--- src/rtl/pipelined_addsub.sv ---
// Pipelined N-bit adder/subtractor: the carry chain is cut into STAGES chunks of
// W bits, one chunk per cycle, behind a single global-enable valid/ready handshake.
module pipelined_addsub #(
  parameter int N      = 16,
  parameter int STAGES = 2
) (
  input  logic         clk,
  input  logic         rst,
  input  logic         in_valid,
  output logic         in_ready,
  input  logic [N-1:0] a,
  input  logic [N-1:0] b,
  input  logic         sub,
  input  logic         cin,
  output logic         out_valid,
  input  logic         out_ready,
  output logic [N-1:0] sum,
  output logic         cout,
  output logic         ovf
);
  localparam int W = N / STAGES;

  // Handshake: a beat moves on an edge where valid && ready. The whole pipe advances
  // together whenever the output slot is empty or being consumed; otherwise it holds.
  logic         adv;
  logic [N-1:0] bx;
  logic         c0;

  assign adv      = !out_valid || out_ready;
  assign in_ready = adv && !rst;
  assign bx       = sub ? ~b : b;
  assign c0       = sub ? 1'b1 : cin;

  if (STAGES == 1) begin : g_one
    logic [N:0] fs;
    assign fs = {1'b0, a} + {1'b0, bx} + {{N{1'b0}}, c0};

    always_ff @(posedge clk) begin
      if (rst) begin
        out_valid <= 1'b0;
        sum       <= '0;
        cout      <= 1'b0;
        ovf       <= 1'b0;
      end else if (adv) begin
        out_valid <= in_valid;
        sum       <= fs[N-1:0];
        cout      <= fs[N];
        ovf       <= (a[N-1] == bx[N-1]) && (fs[N-1] != a[N-1]);
      end
    end
  end else begin : g_pipe
    // Stage k finishes chunk k; rr holds finished low chunks, ra/rb the untouched high ones.
    for (genvar k = 0; k < STAGES - 1; k++) begin : g_st
      localparam int RW = (k + 1) * W;
      localparam int OW = N - RW;

      logic [W-1:0]  ca, cb;
      logic          ci, vi;
      logic [OW-1:0] na, nb;
      logic [RW-1:0] nr;
      logic [W:0]    s;
      logic [OW-1:0] ra, rb;
      logic [RW-1:0] rr;
      logic          rc, rv;

      if (k == 0) begin : g_in
        assign ca = a[W-1:0];
        assign cb = bx[W-1:0];
        assign ci = c0;
        assign vi = in_valid;
        assign na = a[N-1:W];
        assign nb = bx[N-1:W];
        assign nr = s[W-1:0];
      end else begin : g_chain
        assign ca = g_st[k-1].ra[W-1:0];
        assign cb = g_st[k-1].rb[W-1:0];
        assign ci = g_st[k-1].rc;
        assign vi = g_st[k-1].rv;
        assign na = g_st[k-1].ra[OW+W-1:W];
        assign nb = g_st[k-1].rb[OW+W-1:W];
        assign nr = {s[W-1:0], g_st[k-1].rr};
      end

      assign s = {1'b0, ca} + {1'b0, cb} + {{W{1'b0}}, ci};

      always_ff @(posedge clk) begin
        if (rst) begin
          rv <= 1'b0;
        end else if (adv) begin
          rv <= vi;
          ra <= na;
          rb <= nb;
          rr <= nr;
          rc <= s[W];
        end
      end
    end

    logic [W-1:0] fa, fb;
    logic [W:0]   fs;
    assign fa = g_st[STAGES-2].ra;
    assign fb = g_st[STAGES-2].rb;
    assign fs = {1'b0, fa} + {1'b0, fb} + {{W{1'b0}}, g_st[STAGES-2].rc};

    always_ff @(posedge clk) begin
      if (rst) begin
        out_valid <= 1'b0;
        sum       <= '0;
        cout      <= 1'b0;
        ovf       <= 1'b0;
      end else if (adv) begin
        out_valid <= g_st[STAGES-2].rv;
        sum       <= {fs[W-1:0], g_st[STAGES-2].rr};
        cout      <= fs[W];
        ovf       <= (fa[W-1] == fb[W-1]) && (fs[W-1] != fa[W-1]);
      end
    end
  end
endmodule

--- config.mk ---
export PLATFORM = sky130hd
export DESIGN_NAME = pipelined_addsub
export DESIGN_NICKNAME = d
export VERILOG_FILES = /design/src/rtl/pipelined_addsub.sv
export SDC_FILE = /design/constraint.sdc
export NUM_CORES = 1
export LEC_CHECK = 0
export ABC_AREA = 0
export CELL_PAD_IN_SITES_DETAIL_PLACEMENT = 1
export CELL_PAD_IN_SITES_GLOBAL_PLACEMENT = 2
export CORE_MARGIN = 2
export CORE_UTILIZATION = 32
export CTS_BUF_LIST = sky130_fd_sc_hd__clkbuf_4 sky130_fd_sc_hd__clkbuf_8
export DETAILED_ROUTE_END_ITERATION = 10
export PLACE_DENSITY_LB_ADDON = 0.1
export SYNTH_ARGS = -nofsm -noshare
export SYNTH_HDL_FRONTEND = slang
export SYNTH_SLANG_ARGS = --single-unit
export TNS_END_PERCENT = 10
--- constraint.sdc ---
create_clock -name clk -period 2.9 [get_ports clk]
set_input_delay 0.435 -clock clk [delete_from_list [all_inputs] [get_ports clk]]
set_output_delay 0.435 -clock clk [all_outputs]
set_load 0.02 [all_outputs]
==> impl_metrics.ini <==
[run_status]
outcome = finished clean

[sta]
finalHoldViolations = 0
worst_pin_slew_ns = 0.342
fmax_mhz = 384
finalCritPeriodShare_pct = 89.9
tns_ns = 0
slew_headroom_pct = 77.1
finalCriticalPeriod_ns = 2.61
rsz0062_at_grt = no
setup_violations = 0
fin_skew_ns = 0.0106
report.final.slew_viol_count = 0

[synth]
syn-cell-area_sq_um = 2290
yosysSeqAreaShare_pct = 50.2
synth-edff-count = 25
synth_nets = 266
synthCells = 210
synthArstFlopShare_pct = 0
synth-main-ff-cell = edfxtp_1
ys_warn_count = 0
synth_area_per_cell_sq_um = 10.9
synth-seq-cells = 45
ys_types = 37

[clock_tree]
clock_sinks = 45
cts-root-buf = clkbuf_8
clk_path_buf_depth = 2
post_cts_buffers = 0
numCtsBuffers = 5
cts_hold_buf = 0
ctsResizeCount = 0
clk_pin_slew_ns = 0.09
ctsHtreeMaxLevel = 2
clk_latency_ns = 0.30
cts_tree = yes

[job]
cap_viol_max_count = 0

[drt]
drtPass1Iterations = 4
postRouteAntennaNets = 0
drt-vias-per-instance = 4.63
vias = 1701
drt-total-wl_um = 4930
drc = 0
wl_per_cell_um = 13.4
drtIter0Drc = 54

[floorplanning]
core_area_sq_um = 6870
io-pin-count = 58
start_util_pct = 33.4
num_rows = 30
fp.dieH_um = 88.6
die_x_um = 88.6
dieArea_sq_um = 7860

[setup_path]
cp-end-kind = register
crit_fanout = 4
cp.arrival_ns = 2.65
start_kind = primary input
required_ns = 2.94
worstSetupPathType = in -> reg

[cells_and_area]
stdcell_area_sq_um = 3110
final_util_pct = 45.2
layout.nets = 326
n_antenna_cell = 0
drive_gt1_share_pct = 8.49
area_growth_pct = 35.6

[global_route]
antenna_found_initial = 0
grt_max_degree = 27
grt_usage_pct = 13.1
grt_pass1_wl_um = 7820
grt-ovfl-total = 0
grt_pass1_vias = 1649

[power]
p_total_uw = 1760
vdd_drop_max_mv = 0.243
power_density_nw_per_um2 = 568
leakagePower_uw = 0.00121

[placement]
placed_area_sq_um = 2990
dpl.hpwl_um = 3810
portBuffers = 57
routabilityCongestion = 0.744

[min_path]
hold_class = reg -> reg
[synthesized netlist by cell type, drive strengths merged, types with 2 or more instances]
library cell  instances  area share [%]
a211o                 3             1.1
a211oi                3            0.98
a21o                  3            0.98
a21oi                24             5.9
and3                  2            0.55
buf                   5             1.1
clkbuf                5            0.82
dfxtp                20              17
edfxtp               25              33
fa                    4             3.5
ha                   14             7.6
inv                   7             1.1
nand2                30             4.9
nand3                 2            0.44
nand3b                2            0.65
nor2                  9             1.5
nor2b                 3            0.82
nor3                  4            0.87
nor4b                 2            0.76
o211ai                4             1.7
o21ai                 3            0.65
or2                   2            0.55
or4                   2            0.65
xnor2                 6             2.3
xor2                 18             6.9
[registers in the layout (all words and copies together) (netlist names)]
name            flops
cout                1
g_pipe.g_st.rc      1
ovf                 1
g_pipe.fb           8
g_pipe.fa           8
sum                16
out_valid           1
g_pipe.g_st.rr      8
g_pipe.g_st.rv      1
[critical path, stage by stage]
cell and delay, ns:
clkdlybuf4s50_1 0.46, or2_2 0.33, fa_1 0.40, inv_1 0.09, fa_1 0.20, nor2b_1 0.06, o21ai_1 0.21, a21oi_1 0.11
a211oi_1 0.27, xnor2_1 0.09
[cell type report]
class	count	area [sq um]
Inverter	7	26.3
Multi-Input combinational cell	148	1080
Timing Repair Buffer	63	616
Fill cell	763	3760
Tap cell	96	120
Clock buffer	6	82.6
Clock inverter	2	36.3
Sequential cell	45	1150
[report_power, final]
group / switching, uW / internal, uW / leakage, uW
clock: 216 / 281 / 0.0000617
combinational: 236 / 235 / 0.000743
sequential: 33.1 / 763 / 0.000410
[routing by layer]
metal  vias to the layer above  part of all wire, %  GRT usage [%]
met5                         -                    0              0
met4                         0                  1.1           4.55
met3                         6                  3.9           2.52
met2                        43                   45           19.8
met1                       797                   50           18.8
li1                        855                    -              -
[logic make-up (layout without fill, tap and decap cells)]
family                     after synthesis  count (layout)  share of synthesized area [%]
buffers and inverters                   17              78                           3.06
adders and majority gates               18              18                           11.1
and+or+nand+nor                         63              63                           13.2
xor gates and xnor gates                24              24                           9.17
DFF                                     45              45                           50.2
AOI/OAI and AO/OA                       43              43                           13.2
[layout by cell type (no fill, tap or decap), types with 3 or more instances in the layout]
| master | count |
|---|---|
| dfxtp_1 | 20 |
| a21oi_1 | 22 |
| edfxtp_1 | 25 |
| inv_1 | 7 |
| fa_1 | 4 |
| nand2_1 | 30 |
| a211o_1 | 3 |
| buf_4 | 6 |
| nor3_1 | 4 |
| a21o_1 | 3 |
| clkdlybuf4s50_1 | 57 |
| ha_1 | 14 |
| nor2_1 | 8 |
| xnor2_1 | 6 |
| a211oi_1 | 3 |
| xor2_1 | 18 |
| clkbuf_8 | 6 |
[stage by stage]
stage / instances / hold slack [ns] / setup slack, ns
finish: 367 / 0.451 / 0.294
global placement: 359 / 0.439 / 0.0654
CTS: 367 / 0.456 / 0.294
detailed placement: 359 / 0.444 / -0.0169
global route: 367 / 0.474 / 0.136
floorplan: 210 / 0.432 / 0.294
[final timing paths]
check | cells past startpoint | slack (ns) | from | to
worst min register to register | 2 | 0.45 | sum[7] | sum[7]
worst min-delay path | 2 | 0.45 | sum[7] | sum[7]
worst max register to register | 7 | 0.51 | g_pipe.g_st[0].rc | cout
worst max-delay path | 10 | 0.29 | sub | g_pipe.g_st[0].rr[6]
Power figures use the tool's default switching activity.
